[config.mk]
export PLATFORM = sky130hd
export DESIGN_NAME = jk_excite_driver
export DESIGN_NICKNAME = d
export VERILOG_FILES = /design/src/rtl/jk_excite_driver.sv
export SDC_FILE = /design/constraint.sdc
export NUM_CORES = 1
export LEC_CHECK = 0
export CAP_MARGIN = 5
export CORE_AREA = 2 2 55 82
export CTS_CLUSTER_DIAMETER = 30
export DETAILED_ROUTE_END_ITERATION = 16
export DIE_AREA = 0 0 57 84
export GPL_TIMING_DRIVEN = 0
export PLACE_DENSITY = 0.75
export SLEW_MARGIN = 15
export SYNTH_ARGS = -nofsm -noshare
export SYNTH_HDL_FRONTEND = slang
export SYNTH_SLANG_ARGS = --single-unit
[constraint.sdc]
create_clock -name clk -period 2.11 [get_ports clk]
set_input_delay 0.422 -clock clk [delete_from_list [all_inputs] [get_ports clk]]
set_output_delay 0.422 -clock clk [all_outputs]
set_load 0.01 [all_outputs]
[src/rtl/jk_excite_driver.sv]
// jk_excite_driver
// Drives an external W-bit bank of JK flip-flops toward a requested target word.
// A target is taken over a valid/ready handshake, J/K excitation is derived from
// the bank's present Q, held for one cycle, then Q is read back and compared.
// A failed readback re-drives up to MAX_RETRY times before going sticky-error.
//
// Build option: define JK_TOGGLE_FORM_EN to drive every changing bit with the
// toggle excitation (J=K=1) instead of the default set/reset form.
module jk_excite_driver #(
  parameter int W         = 8,
  parameter int MAX_RETRY = 2,
  parameter int CW        = 8
) (
  input  logic          clk,
  input  logic          async_reset_n,
  input  logic          tgt_valid,
  input  logic [W-1:0]  tgt_data,
  output logic          tgt_ready,
  input  logic [W-1:0]  q_in,
  output logic [W-1:0]  j_out,
  output logic [W-1:0]  k_out,
  output logic          done,
  output logic          err,
  input  logic          err_clr,
  output logic [CW-1:0] err_count
);

  localparam logic [1:0] S_IDLE  = 2'd0;
  localparam logic [1:0] S_DRIVE = 2'd1;
  localparam logic [1:0] S_CHECK = 2'd2;
  localparam logic [1:0] S_ERR   = 2'd3;

  logic [1:0]   state;
  logic [3:0]   retry_cnt;
  logic [W-1:0] tgt_r;

  // J term: set/reset form raises J only on 0->1; toggle form on any change.
  function automatic logic [W-1:0] exc_j(input logic [W-1:0] q, input logic [W-1:0] t);
`ifdef JK_TOGGLE_FORM_EN
    return q ^ t;
`else
    return ~q & t;
`endif
  endfunction

  // K term: set/reset form raises K only on 1->0; toggle form on any change.
  function automatic logic [W-1:0] exc_k(input logic [W-1:0] q, input logic [W-1:0] t);
`ifdef JK_TOGGLE_FORM_EN
    return q ^ t;
`else
    return q & ~t;
`endif
  endfunction

  // Saturating increment so a stuck bank cannot wrap the failure counter.
  function automatic logic [CW-1:0] sat_inc(input logic [CW-1:0] c);
    return (&c) ? c : c + CW'(1);
  endfunction

  assign tgt_ready = (state == S_IDLE);

  // Control FSM: handshake, excitation registers, readback verdict and error flag.
  always_ff @(posedge clk or negedge async_reset_n) begin
    if (!async_reset_n) begin
      state     <= S_IDLE;
      retry_cnt <= '0;
      j_out     <= '0;
      k_out     <= '0;
      done      <= 1'b0;
      err       <= 1'b0;
      err_count <= '0;
    end else begin
      // Excitation is only non-zero for the single cycle spent in DRIVE.
      done  <= 1'b0;
      j_out <= '0;
      k_out <= '0;
      case (state)
        S_IDLE: begin
          if (tgt_valid) begin
            retry_cnt <= '0;
            j_out     <= exc_j(q_in, tgt_data);
            k_out     <= exc_k(q_in, tgt_data);
            state     <= S_DRIVE;
          end
        end
        S_DRIVE: begin
          state <= S_CHECK;
        end
        S_CHECK: begin
          if (q_in == tgt_r) begin
            done  <= 1'b1;
            state <= S_IDLE;
          end else begin
            err_count <= sat_inc(err_count);
            if (int'(retry_cnt) < MAX_RETRY) begin
              retry_cnt <= retry_cnt + 4'd1;
              j_out     <= exc_j(q_in, tgt_r);
              k_out     <= exc_k(q_in, tgt_r);
              state     <= S_DRIVE;
            end else begin
              err   <= 1'b1;
              state <= S_ERR;
            end
          end
        end
        S_ERR: begin
          if (err_clr) begin
            err   <= 1'b0;
            state <= S_IDLE;
          end
        end
        default: state <= S_IDLE;
      endcase
    end
  end

  // Target capture: data-only register, loaded on the accepting handshake.
  always_ff @(posedge clk) begin
    if (tgt_ready && tgt_valid) tgt_r <= tgt_data;
  end

endmodule

==> results of run 1 <==
==> power by group <==
group	leakage, nW	switching, W	internal [W]	total [W]
Combinational	0.596	0.000553	0.000629	0.00118
Clock	0.0515	0.000253	0.000298	0.000551
Sequential	0.487	0.000190	0.00102	0.00121
==> state kept, by name, summed over array words and instances, names as in the netlist <==
signal,cells
err_count,8
j_out,8
k_out,8
tgt_r,8
retry_cnt,4
state,2
done,1
err,1
==> layout make-up <==
cell class	count	area share (%)
flip-flops and latches	40	40.94
repair buffers	48	18.50
inverters	17	2.510
clock buffers	8	3.937
well taps	46	2.264
plain buffers	4	1.033
multi-input cells	88	30.81
==> kinds of logic after synthesis <==
family,after synthesis
buffers and inverters,21
and+or+nand+nor,35
DFF,40
muxes,2
adders and majority gates,18
AOI/OAI and AO/OA,29
xor gates and xnor gates,4
==> path summary, 6_finish.rpt <==
check,start,slack (ps),endpoint
min reg2reg,err,490,err
max reg2reg,tgt_r[4],350,retry_cnt[1]
max,q_in[5],50,retry_cnt[1]
min,async_reset_n,190,retry_cnt[3]
min in group clk,err,490,err
max in group asynchronous,async_reset_n,1440,j_out[7]
==> cells in the final DEF (no fill, tap or decap), drive strengths merged, types with 2 or more instances in the layout <==
| cell | Yosys | layout |
|---|---|---|
| clkdlybuf4s50 | 0 | 45 |
| dfrtp | 32 | 32 |
| ha | 18 | 18 |
| inv | 17 | 17 |
| nand3 | 11 | 11 |
| o31ai | 8 | 8 |
| a32o | 8 | 8 |
| edfxtp | 8 | 8 |
| clkbuf | 1 | 8 |
| buf | 3 | 7 |
| nand2 | 5 | 5 |
| nor2 | 5 | 5 |
| xor2 | 4 | 4 |
| a21oi | 3 | 3 |
| a31oi | 3 | 3 |
| and2 | 2 | 2 |
| nor3 | 2 | 2 |
| a21o | 2 | 2 |
| nor4 | 2 | 2 |
| nand4 | 2 | 2 |
| and4 | 2 | 2 |
==> routing by layer <==
metal	up-vias	GRT usage [%]	wire (um)
met3	8	4.806	195
met1	728	20.06	1520
met2	40	31.97	2300
met4	0	7.822	85
met5	-	0	0
li1	653	-	-
==> repair_timing <==
action	in CTS	in global routing
pin swaps	1	1
buffers inserted	1	1
endpoints found under the setup margin	8	12
resized for setup	1	5
cloned	0	0
==> stage by stage <==
stage                     utilization (%)  worst slack (ps)  power, W  hold slack, ps
after floorplan                         -             350.0  0.001819           126.4
after global placement              57.83            -293.5  0.002314           469.2
after detailed placement            57.71            -367.4  0.002365           472.0
after CTS                           60.34             31.31  0.002927           208.5
after global routing                61.46            -5.750  0.003132           238.2
final                               61.46             48.24  0.002943           194.1
==> results.yml, run 1 <==
run_status:
  run_status: "complete, no violations"
clock_tree:
  cts_max_level: 2
  clk_latency_ps: 290
  clkTransAtPathRegs_ps: 80
  cts_buffers: 5
  clock-sinks: 40
  cts_tree: "done"
  clockRootBuffer: "clkbuf_8"
  clock_path_buffers: 2
  ctsHoldBuffers: 0
die:
  pin_count: 47
  die-area_um2: 4788
  start_util_pct: 45.31
  fp.dieH_um: 84
  core_um2: 4136
  rows: 29
  die_w_um: 57
critical_path:
  crit_family: "buffers and inverters"
  critPathBufInv: 3
  criticalPathCategory: "in -> reg"
  cp.required_ps: 2290
  cp_slowest_cell: "clkdlybuf4s50_1"
  crit_path_max_incr_delay_ps: 500
  crit_chain: "clkdlybuf4s50_1, inv_1, ha_1, nand4_4, or2_1, and2_1, buf_6, a22o_1"
  arrival_ps: 2240
  worstPathMaxFanout: 10
  cp-start-kind: "primary input"
  r2r_cells: 6
  crit_cells: 8
  worst_setup_path_end_kind: "register"
timing:
  fin_skew_ps: 6.429
  drv_slew: 0
  finalSetupViolCount: 0
  period_share_pct: 97.71
  tightest_slew_ps: 741.9
  clock.fmax_mhz: 485.0
  tns_ps: 0
  slew_headroom_pct: 50.54
  layout_min_cycle_time_ps: 2062
  hold_violations: 0
logic_synthesis:
  synth_top_family_by_area: "compound AO/OA/AOI/OAI gates"
  synth-xor-area-share_pct: 1.869
  avgSynthCellArea_um2: 12.58
  synth-compound-area-share_pct: 12.95
  syn_nets: 187
  synthMuxAreaShare_pct: 1.335
  synth_commonest_cells: "dfrtp_1, ha_1, inv_1"
  synth.top_cell.area_share_pct: 42.72
  syn_area_um2: 1874
  synthSimpleGateAreaFrac_pct: 11.55
  synth_most_common_cell: "dfrtp_1"
  synth_largest_area_cell: "dfrtp_1"
  ys_seq_area_share_pct: 55.54
  async_reset_ff_share_pct: 80.00
  synth_seq_cells: 40
  synth_cells: 149
  synth-edff-count: 8
  yosys.area_share.adder_pct: 12.02
  yosys-top-cells-area: "dfrtp_1, edfxtp_1, ha_1, a32o_1, inv_1"
  synth-main-ff-cell: "dfrtp_1"
  synthDistinctLibCells: 37
  yosysWarningCount: 0
placed_design:
  gp_congestion: 0.7846
  dp.cells: 241
  postPlaceCellArea_um2: 2387
  dpl.hpwl_mm: 2.893
  io_buffers: 46
detailed_routing:
  wl_per_cell_um: 16.34
  initialDrtViolationCount: 43
  finalWirelength_mm: 4.101
  via_per_inst: 5.693
  first_pass_iters: 4
  drc: 0
  vias: 1429
  ant_nets: 0
global_route:
  antenna_found_initial: 0
  overflow: 0
  grt_pass1_vias: 1464
  grt.total_usage_pct: 18.18
  grt_pass1_wl_mm: 6.706
  grt_max_degree: 33
power:
  power-per-cell-area_nw_per_um2: 1157
  p_leak_nw: 1.135
  vdd_drop_max_mv: 0.9234
flow_run:
  drv_cap: 0
layout:
  final-seq-area_um2: 1041
  fin_cells: 251
  layout.nets: 242
  fillCellCount: 343
  drive_above_1_share_pct: 12.68
  fin_area_um2: 2542
  multi_input_area_um2: 783.3
  syn_to_final_growth_pct: 35.65
  diodes: 0
worst_hold_path:
  min_path_type: "in -> async"
(Power assumes the default switching activity.)
==> run 2, diff against run 1 <==
--- a/config.mk
+++ b/config.mk
@@ -10,7 +10,6 @@
 export CTS_CLUSTER_DIAMETER = 30
 export DETAILED_ROUTE_END_ITERATION = 16
 export DIE_AREA = 0 0 57 84
-export GPL_TIMING_DRIVEN = 0
 export PLACE_DENSITY = 0.75
 export SLEW_MARGIN = 15
 export SYNTH_ARGS = -nofsm -noshare
==> run 2 against run 1 <==
  * Count of clock-buffer cells in the layout stayed put
  * Total power is 0.77% lower
  * Combinational power about the same
  * Clock skew down 2.9 ps
  * Sequential power hardly changed
  * Worst hold slack improved by 290 ps
  * Global-route usage increased by 1.1 points
  * Die area stayed put
  * Fmax grew 0.56%
  * Final area is 2.5% higher
  * Routed wire length up 0.85%
  * Largest cell class unchanged
  * Largest power group unchanged
  * Highest routed layer unchanged
==> results.yml, run 2 (synthesis gave the netlist of run 1 again) <==
layout:
  diodes: 0
  most-common-layout-cells: "clkdlybuf4s50_1, dfrtp_1, buf_4"
  final_common_cell: "clkdlybuf4s50_1"
  syn_to_final_growth_pct: 39.05
  fin_area_um2: 2606
  layout.nets: 255
  drive_above_1_share_pct: 16.51
timing:
  drv_slew: 0
  layout_min_cycle_time_ps: 2050
  slew_headroom_pct: 71.56
  finalSetupViolCount: 0
  rsz0062_at_grt: "false"
  clock.fmax_mhz: 487.8
  hold_violations: 0
  period_share_pct: 97.16
  tightest_slew_ps: 426.6
  fin_skew_ps: 3.547
detailed_routing:
  finalWirelength_mm: 4.136
  first_pass_iters: 4
  initialDrtViolationCount: 31
  vias: 1424
  drc: 0
  ant_nets: 0
  wl_per_cell_um: 15.67
  via_per_inst: 5.394
critical_path:
  worst_setup_path_end_kind: "register"
  arrival_ps: 2230
  cp-start-kind: "primary input"
  crit_path_max_incr_delay_ps: 490
  worstPathMaxFanout: 10
  crit_family: "simple AND/OR/NAND/NOR gates"
  crit_chain: "clkdlybuf4s50_1, inv_1, ha_1, nand4_2, or2_1, and2_1, a22o_1"
  critPathBufInv: 2
  cp.required_ps: 2290
  criticalPathCategory: "in -> reg"
  cp_slowest_cell: "clkdlybuf4s50_1"
global_route:
  grt_pass1_vias: 1551
  grt_pass1_wl_mm: 7.148
  overflow: 0
  grt_max_degree: 33
  antenna_found_initial: 0
  grt.total_usage_pct: 19.29
placed_design:
  gp_congestion: 0.8114
  postPlaceCellArea_um2: 2516
  io_buffers: 46
  dpl.hpwl_mm: 3.082
clock_tree:
  clock_path_buffers: 2
  postCtsSetupBuffers: 0
  cts_max_level: 2
  cts_tree: "done"
  ctsHoldBuffers: 0
  clkTransAtPathRegs_ps: 70
  clockRootBuffer: "clkbuf_8"
  clock-sinks: 40
  ctsResizeCount: 0
  cts_buffers: 5
  clk_latency_ps: 290
power:
  p_leak_nw: 1.195
  power.total_w: 0.002920
  vdd_drop_max_mv: 0.8467
  power-per-cell-area_nw_per_um2: 1120
die:
  fp.dieH_um: 84
  start_util_pct: 45.31
  rows: 29
  die_w_um: 57
  die-area_um2: 4788
  core_um2: 4136
  pin_count: 47
flow_run:
  drv_cap: 0
run_status:
  run_status: "complete, no violations"
worst_hold_path:
  min_path_type: "reg -> reg"
run 2: area by class of cell:
cell class              instances  area (um^2)
fillers                       345         1530
flip-flops and latches         40         1041
multi-input cells              88        750.7
repair buffers                 65        603.1
clock buffers                   8        90.09
inverters                      17        63.81
well taps                      46        57.56
run 2: report_power, final:
part	internal [W]	switching [W]	total [W]
Sequential	0.00102	0.000192	0.00121
Combinational	0.000636	0.000555	0.00119
Clock	0.000267	0.000252	0.000519
run 2: worst paths after layout:
kind                           endpoint  slack [ps]           from  cells after the start
setup / recovery           retry_cnt[1]          60        q_in[6]                      7
hold / removal                      err         490            err                      1
setup reg to reg           retry_cnt[1]         330       tgt_r[4]                      5
hold reg to reg                     err         490            err                      1
max in group asynchronous      j_out[7]        1290  async_reset_n                      2
min in group asynchronous      j_out[4]         530  async_reset_n                      2
run 2: worst register-to-register path, cell delays in order (launching register included):
cell and delay, ps:
edfxtp_1 400, ha_1 310, nand4_2 130, or2_1 260
and2_1 300, a22o_1 280
run 2: metal layers:
layer,share of wire [%],track usage (%),up-vias
met5,0,0,-
met2,56,34.80,39
met1,38,21.87,703
met3,4.4,4.806,6
met4,1.4,5.708,0
li1,-,-,676
run 2: metrics by stage:
step	setup TNS, ps	hold slack, ps	worst slack (ps)	instances	utilization (%)
finish	0	487.0	59.82	264	63.01
global route	0	516.7	16.97	264	63.01
CTS	0	490.3	40.08	264	63.01
detailed placement	-4243	474.1	-264.7	256	60.83
global placement	-2979	469.2	-214.8	256	60.83
floorplan	0	126.4	350.0	149	-
==> run 3, diff against run 2 <==
--- a/config.mk
+++ b/config.mk
@@ -6,11 +6,11 @@
 export NUM_CORES = 1
 export LEC_CHECK = 0
 export CAP_MARGIN = 5
-export CORE_AREA = 2 2 55 82
+export CORE_AREA = 2 2 59 88
 export CTS_CLUSTER_DIAMETER = 30
 export DETAILED_ROUTE_END_ITERATION = 16
-export DIE_AREA = 0 0 57 84
-export PLACE_DENSITY = 0.75
+export DIE_AREA = 0 0 61 90
+export PLACE_DENSITY = 0.67
 export SLEW_MARGIN = 15
 export SYNTH_ARGS = -nofsm -noshare
 export SYNTH_HDL_FRONTEND = slang
==> run 3 against run 2 <==
  * Non-clock buffer count did not move
  * Sequential power about the same
  * Cell count up 7.6%
  * Routed wire length rose by 0.58%
  * Clock skew rose by 4.9 ps
  * Critical endpoint unchanged
  * Largest power group unchanged
==> results.yml, run 3 (synthesis gave the netlist of run 1 again) <==
run_status:
  run_status: "complete, no violations"
clock_tree:
  clk_latency_ps: 290
  cts_tree: "done"
  postCtsSetupBuffers: 0
  clkTransAtPathRegs_ps: 80
  cts_buffers: 5
  clockRootBuffer: "clkbuf_8"
  clock_path_buffers: 2
  ctsResizeCount: 0
  clock-sinks: 40
  ctsHoldBuffers: 0
  cts_max_level: 2
global_route:
  grt_pass1_vias: 1566
  grt.total_usage_pct: 17.17
  grt_max_degree: 33
  antenna_found_initial: 0
  grt_pass1_wl_mm: 7.127
  overflow: 0
timing:
  clock.fmax_mhz: 483.5
  slew_headroom_pct: 68.86
  rsz0062_at_grt: "false"
  tightest_slew_ps: 467.1
  fin_skew_ps: 8.445
  hold_violations: 0
  finalHoldWorstSlack_ps: 489.1
  layout_min_cycle_time_ps: 2068
  finalSetupViolCount: 0
  drv_slew: 0
  period_share_pct: 98.02
  worst_slack_ps: 41.88
worst_hold_path:
  hold_end: "retry_cnt[0]"
  worstHoldStart: "retry_cnt[0]"
  min_path_type: "reg -> reg"
  hold_path_depth: 1
layout:
  final_common_cell: "clkdlybuf4s50_1"
  most-common-layout-cells: "clkdlybuf4s50_1, dfrtp_1, buf_4"
  diodes: 0
  drive_above_1_share_pct: 17.43
  fin_cells: 284
  syn_to_final_growth_pct: 40.52
  layout.nets: 255
  fin_area_um2: 2634
detailed_routing:
  via_per_inst: 5.035
  finalWirelength_mm: 4.160
  vias: 1430
  ant_nets: 0
  wl_per_cell_um: 14.65
  initialDrtViolationCount: 45
  drc: 0
  first_pass_iters: 4
critical_path:
  worstPathMaxFanout: 10
  rr_endpoint: "retry_cnt[1]"
  reg2reg_slack_ps: 300
  arrival_ps: 2250
  r2r_cells: 5
  crit_chain: "clkdlybuf4s50_1, inv_1, ha_1, nand4_2, or2_1, and2_1, a22o_1"
  criticalPathCategory: "in -> reg"
  r2r_start: "tgt_r[4]"
  worst_setup_path_end_kind: "register"
  crit_path_max_incr_delay_ps: 500
  cp-start-kind: "primary input"
  cp_slowest_cell: "clkdlybuf4s50_1"
  cp.required_ps: 2300
die:
  die-area_um2: 5490
  core_um2: 4771
  rows: 31
  fp.dieH_um: 90
  die_w_um: 61
  pin_count: 47
  start_util_pct: 39.29
placed_design:
  postPlaceCellArea_um2: 2541
  gp_congestion: 0.7918
  dp_slack_ps: -278.8
  dp.cells: 276
  io_buffers: 46
  dpl.hpwl_mm: 3.106
power:
  p_leak_nw: 1.201
  vdd_drop_max_mv: 0.8247
  power.total_w: 0.002916
  power-per-cell-area_nw_per_um2: 1107
flow_run:
  drv_cap: 0
-- run 3: how the worst max path moves through the flow --
stage,from,to,slack [ps],cells past startpoint
2_1_floorplan,q_in[7],retry_cnt[1],350,7
3_3_place_gp,q_in[4],retry_cnt[1],-230,7
3_5_place_dp,q_in[6],retry_cnt[1],-280,7
4_1_cts,q_in[6],retry_cnt[1],40,7
5_1_grt,q_in[5],retry_cnt[1],4,7
6_report,q_in[6],retry_cnt[1],40,7
-- run 3: layer usage --
layer / vias up / global-route usage (%) / part of all wire, %
met2: 44 / 30.11 / 56
met3: 4 / 4.604 / 4.4
met1: 709 / 19.63 / 39
li1: 673 / - / -
met4: 0 / 4.891 / 0.77
met5: - / 0 / 0
-- run 3: power by group --
group | switching, W | leakage, nW | internal [W]
registers | 0.000186 | 0.487 | 0.00102
clock network | 0.000260 | 0.0510 | 0.000261
logic | 0.000553 | 0.663 | 0.000636
-- run 3: per-stage QoR --
| stage | setup TNS, ps | utilization, % |
|---|---|---|
| 2_1_floorplan | 0 | - |
| 3_3_place_gp | -3151 | 53.27 |
| 3_5_place_dp | -4156 | 53.27 |
| 4_1_cts | 0 | 55.21 |
| 5_1_grt | 0 | 55.21 |
| 6_report | 0 | 55.21 |
-- run 3: area by class of cell --
cell class	count	area, um^2
Fill cell	427	2137
Sequential cell	40	1041
Multi-Input combinational cell	88	750.7
Timing Repair Buffer	65	603.1
Clock buffer	6	82.58
Tap cell	66	82.58
Inverter	17	63.81
Clock inverter	2	10.01
-- run 3: worst max-delay path, delay by kind of cell --
kind | cells | cell delay [ps]
AOI/OAI and AO/OA | 1 | 290
and+or+nand+nor | 3 | 670
buffers and inverters | 2 | 570
adders and majority gates | 1 | 300
==> edit 1 (settings of run 2) <==
Make the reset (`async_reset_n`) synchronous in one clocked block.
--- a/src/rtl/jk_excite_driver.sv
+++ b/src/rtl/jk_excite_driver.sv
@@ -62,3 +62,3 @@
   // Control FSM: handshake, excitation registers, readback verdict and error flag.
-  always_ff @(posedge clk or negedge async_reset_n) begin
+  always_ff @(posedge clk) begin
     if (!async_reset_n) begin
Function: differs if async_reset_n is asserted again (counterexample within 4 cycles, from zero or initial values and one cycle with async_reset_n low); with async_reset_n held inactive, the same outputs for 10 cycles.
==> edit 1 against run 2 <==
Sequential cell count is the same; routed wire length grew 1.1%; design area shrank 1.1%; area after synthesis grew 0.20%; register-to-register slack gained 0.05 ns; setup slack gained 0.040 ns; critical path depth grew 1; largest cell class unchanged.
Power is not compared: it rests on default switching activity, and its combinational part moved more than twofold at a synthesized area within 25%.
==> edit 1: results (changes against run 2) <==
Synthesis
  – Synth Instances: 202 (+36%)
  – Post-synth ARST share: 0% (-80 points)
  – Commonest cells in the netlist: 32 x dfxtp_1, 26 x nand3_1, 23 x a21oi_1
  – Unique masters post-synth: 36 (-2.7%)
  – Sequential-to-total area share from yosys stat: 46.9% (-8.6 points)
  – Post-Syn Nets: 240 (+28%)
  – Ranking of synthesized cells by area: dfxtp_1 34%, edfxtp_1 13%, ha_1 12%

Clock network
  – Post-CTS sizing: 0 (unchanged)
  – Clk buf depth: 2 (unchanged)

Placed design
  – Pre-CTS setup slack: -0.197 ns (+0.0677 ns)
  – PortBufs: 46 (unchanged)
  – Post-DP Area: 2500 um^2 (-0.80%)
  – Post-DP HPWL: 3120 um (+1.3%)
  – Placed insts: 303 (+18%)
  – Routability cong.: 0.836 (+3.0%)

Timing
  – Max-slew violation count: 0 (unchanged)
  – Slew headroom: 67.8% (-3.8 points)
  – Hold WS: 0.466 ns (-0.0212 ns)
  – Post-route setup slack: 0.100 ns (+0.0402 ns)
  – Worst clock skew: 0.00993 ns (+0.00638 ns)

Global routing
  – Vias in the first global route: 1623 (+4.6%)
  – First-pass GRT wire length: 7120 um (-0.39%)
  – Largest net degree at the start of global routing: 17 (-48%)
  – GRT Overall Usage: 18.9% (-0.39 points)

Setup path
  – Cell count of the worst reg-to-reg path: 6 (+1)
  – Reg-to-Reg Start: tgt_r[6]
  – Worst EP arrival: 2.23 ns (about the same)
  – Critical path peak fanout: 7 (-3)
  – Worst Setup SP: q_in[4]
  – FF-to-FF End: err_count[0]
  – Reg2Reg Setup Slack: 0.38 ns (+0.05 ns)

Worst hold path
  – Hold Path Depth: 2 (+1)
  – Critical hold path startpoint: err
  – Hold Path End: err

Status
  – Status: complete, no violations

Layout
  – # fillers: 370 (+7.2%)
  – Final non-filler cell total: 311 (+18%)
  – Ratio of cells with drive above 1 in the final layout: 9.81% (-6.7 points)

Pwr
  – Pwr dens: between 600 and 700 nW/um^2
  – Comb power frac: between 15 and 20%

Drt
  – DRT Pass-1 Iters: 4 (unchanged)
  – Routed vias: 1666 (+17%)
  – Per-cell routed wire length: 13.4 um (-14%)
  – Detailed Route Iter0 Violations: 37 (+19%)
edit 1: changes by cell type after synthesis, moves of 5 or more:
cell / run 2 / this run
a32o_1: 8 / 0
a21oi_1: 3 / 23
nand3_1: 11 / 26
dfrtp_1: 32 / 0
o21ai_0: 0 / 7
o31ai_1: 8 / 3
or3_1: 0 / 10
dfxtp_1: 0 / 32
edit 1: layout make-up:
class | instances | area, um^2 | share of cell area, %
multi-input cells | 133 | 878 | 34.1
repair buffers | 63 | 601 | 23.3
flip-flops and latches | 40 | 881 | 34.2
clock inverters | 1 | 5.00 | 0.194
clock buffers | 7 | 76.3 | 2.96
well taps | 46 | 57.6 | 2.23
inverters | 21 | 78.8 | 3.06
edit 1: cells by family (layout without fill, tap and decap cells):
| logic type | Yosys count | after routing | share of synthesized area (%) |
|---|---|---|---|
| and+or+nand+nor | 71 | 71 | 21.1 |
| AOI/OAI and AO/OA | 43 | 43 | 13.1 |
| DFF | 40 | 40 | 46.9 |
| buffers and inverters | 29 | 92 | 6.33 |
| adders and majority gates | 18 | 18 | 12.0 |
| muxes | 1 | 1 | 0.533 |
edit 1: metal layers:
metal | global-route usage (%) | wire length, um | share of wire, % | vias to the layer above
li1 | - | - | - | 844
met1 | 21.3 | 1700 | 41 | 772
met2 | 32.0 | 2210 | 53 | 43
met3 | 5.43 | 199 | 4.8 | 7
met4 | 8.88 | 80 | 1.9 | 0
met5 | 0 | 0 | 0 | -
edit 1: worst max-delay path, stage by stage:
cell	delay (ns)
clkdlybuf4s50_1	0.50
inv_1	0.08
ha_1	0.29
nand4_1	0.12
o21ai_1	0.15
buf_4	0.19
or3_1	0.34
a21oi_1	0.13
==> edit 2 (settings of run 2) <==
Made on the original files. Change the parameter `CW` from 8 to 4.
--- a/src/rtl/jk_excite_driver.sv
+++ b/src/rtl/jk_excite_driver.sv
@@ -11,3 +11,3 @@
   parameter int MAX_RETRY = 2,
-  parameter int CW        = 8
+  parameter int CW        = 4
 ) (
Interface: changed (resized err_count); port bits go from 47 to 43. The function was not compared with the original's and may differ.
==> edit 2 against run 2 <==
Die area is the same; worst hold slack gained 0.024 ns; design area shrank 7.2%; power shrank 12%; sequential cell count shrank 4; cell count shrank 6.4%; area after synthesis shrank 6.7%; setup slack gained 0.082 ns; clock skew grew 0.0037 ns; routed wire length shrank 9.0%; critical path type unchanged; critical endpoint is now retry_cnt[0].
==> edit 2: results (changes against run 2) <==
Layout
  – Number of non-clock inverters: 27 (+10)
  – Data buffer area share: 22.9% (-0.26 points)
  – Ratio of cells with drive above 1 in the final layout: 20.4% (+3.9 points)
  – Fraction of area in multi-input gates: 28.3% (-0.54 points)
  – Final net count: 238 (-6.7%)
  – Multi-input gate area: 683 um^2 (-9.0%)
  – Multi-In Gates: 72 (-18%)
  – Seq/total area: 38.9% (-1.0 points)
  – # fillers: 366 (+6.1%)
  – Clock network area share: 3.36% (-0.092 points)
  – Clock buffers: 7 (-1)
  – Final non-filler cell total: 247 (-6.4%)
  – Count of plain and timing-repair buffers: 58 (-11%)

Global routing
  – GRT Overall Usage: 17.4% (-1.9 points)
  – Vias in the first global route: 1387 (-11%)
  – Largest net degree at the start of global routing: 29 (-12%)
  – First-pass GRT wire length: 6570 um (-8.1%)
  – Met3 GRT Util: 2.95% (-1.9 points)

Synthesis
  – Post-synth ARST share: 77.8% (-2.2 points)
  – Ranking of synthesized cells by area: dfrtp_1 40%, edfxtp_1 14%, ha_1 13%
  – Adder-cell share of the synthesized area: 12.9% (+0.86 points)
  – Mux cell area share after synthesis: 2.50% (+1.2 points)
  – Post-Syn Nets: 176 (-5.9%)
  – Synthesized flop and latch total: 36 (-10%)
  – Post-Synth XOR/XNOR Area: 0.501% (-1.4 points)
  – Area fraction in compound gates after synthesis: 15.7% (+2.7 points)
  – Sequential-to-total area share from yosys stat: 53.8% (-1.7 points)
  – Synth Instances: 138 (-7.4%)
  – Unique masters post-synth: 32 (-14%)
  – Commonest cells in the netlist: 28 x dfrtp_1, 26 x inv_1, 18 x ha_1

Placed design
  – PortBufs: 42 (-8.7%)
  – Pre-CTS setup slack: -0.166 ns (+0.0987 ns)
  – Routability cong.: 0.810 (-0.12%)
  – Placed insts: 239 (-6.6%)
  – Post-DP Area: 2340 um^2 (-7.2%)
  – Post-DP HPWL: 2850 um (-7.6%)

Pwr
  – Final Power: 2.56 mW (-12%)
  – Sw power: 0.841 mW (-16%)
  – Clk pwr: 0.458 mW (-12%)
  – Comb power frac: 40.9% (about the same)
  – Peak supply drop: 0.835 mV (-1.3%)

Setup path
  – FF-to-FF End: retry_cnt[0]
  – Worst EP arrival: 2.16 ns (-0.07 ns)
  – Reg-to-Reg Start: tgt_r[6]
  – Reg2Reg Setup Slack: 0.43 ns (+0.10 ns)

Drt
  – Detailed Route Iter0 Violations: 54 (+74%)
  – Via-to-Cell Ratio: 5.16 (-4.4%)
  – DRT Pass-1 Iters: 4 (unchanged)
  – Per-cell routed wire length: 15.2 um (-2.7%)

Worst hold path
  – Hold Path End: retry_cnt[0]
  – Critical hold path startpoint: retry_cnt[0]

Timing
  – Hold WS: 0.511 ns (+0.0239 ns)
  – Worst clock skew: 0.00725 ns (+0.00371 ns)
  – Slew headroom: 75.6% (+4.1 points)

Status
  – Status: complete, no violations
-- edit 2: critical path, cell delays in order --
cell	delay [ns]
clkdlybuf4s50_1	0.49
inv_1	0.06
ha_1	0.30
and4_1	0.24
a211oi_4	0.30
buf_12	0.17
mux2i_1	0.18
-- edit 2: routing by layer --
| metal | share of wire (%) | wire length, um |
|---|---|---|
| met5 | 0 | 0 |
| met1 | 40 | 1510 |
| met2 | 55 | 2090 |
| met3 | 3.8 | 143 |
| met4 | 0.61 | 23 |
-- edit 2: worst max-delay path by stage --
stage / slack, ns / endpoint / cells past startpoint / from
global route: 0.05 / err_count[1] / 6 / q_in[6]
global placement: -0.11 / err_count[3] / 6 / q_in[7]
floorplan: 0.34 / retry_cnt[0] / 6 / q_in[7]
finish: 0.14 / retry_cnt[0] / 7 / q_in[7]
detailed placement: -0.17 / retry_cnt[0] / 7 / q_in[7]
CTS: 0.14 / retry_cnt[0] / 7 / q_in[7]
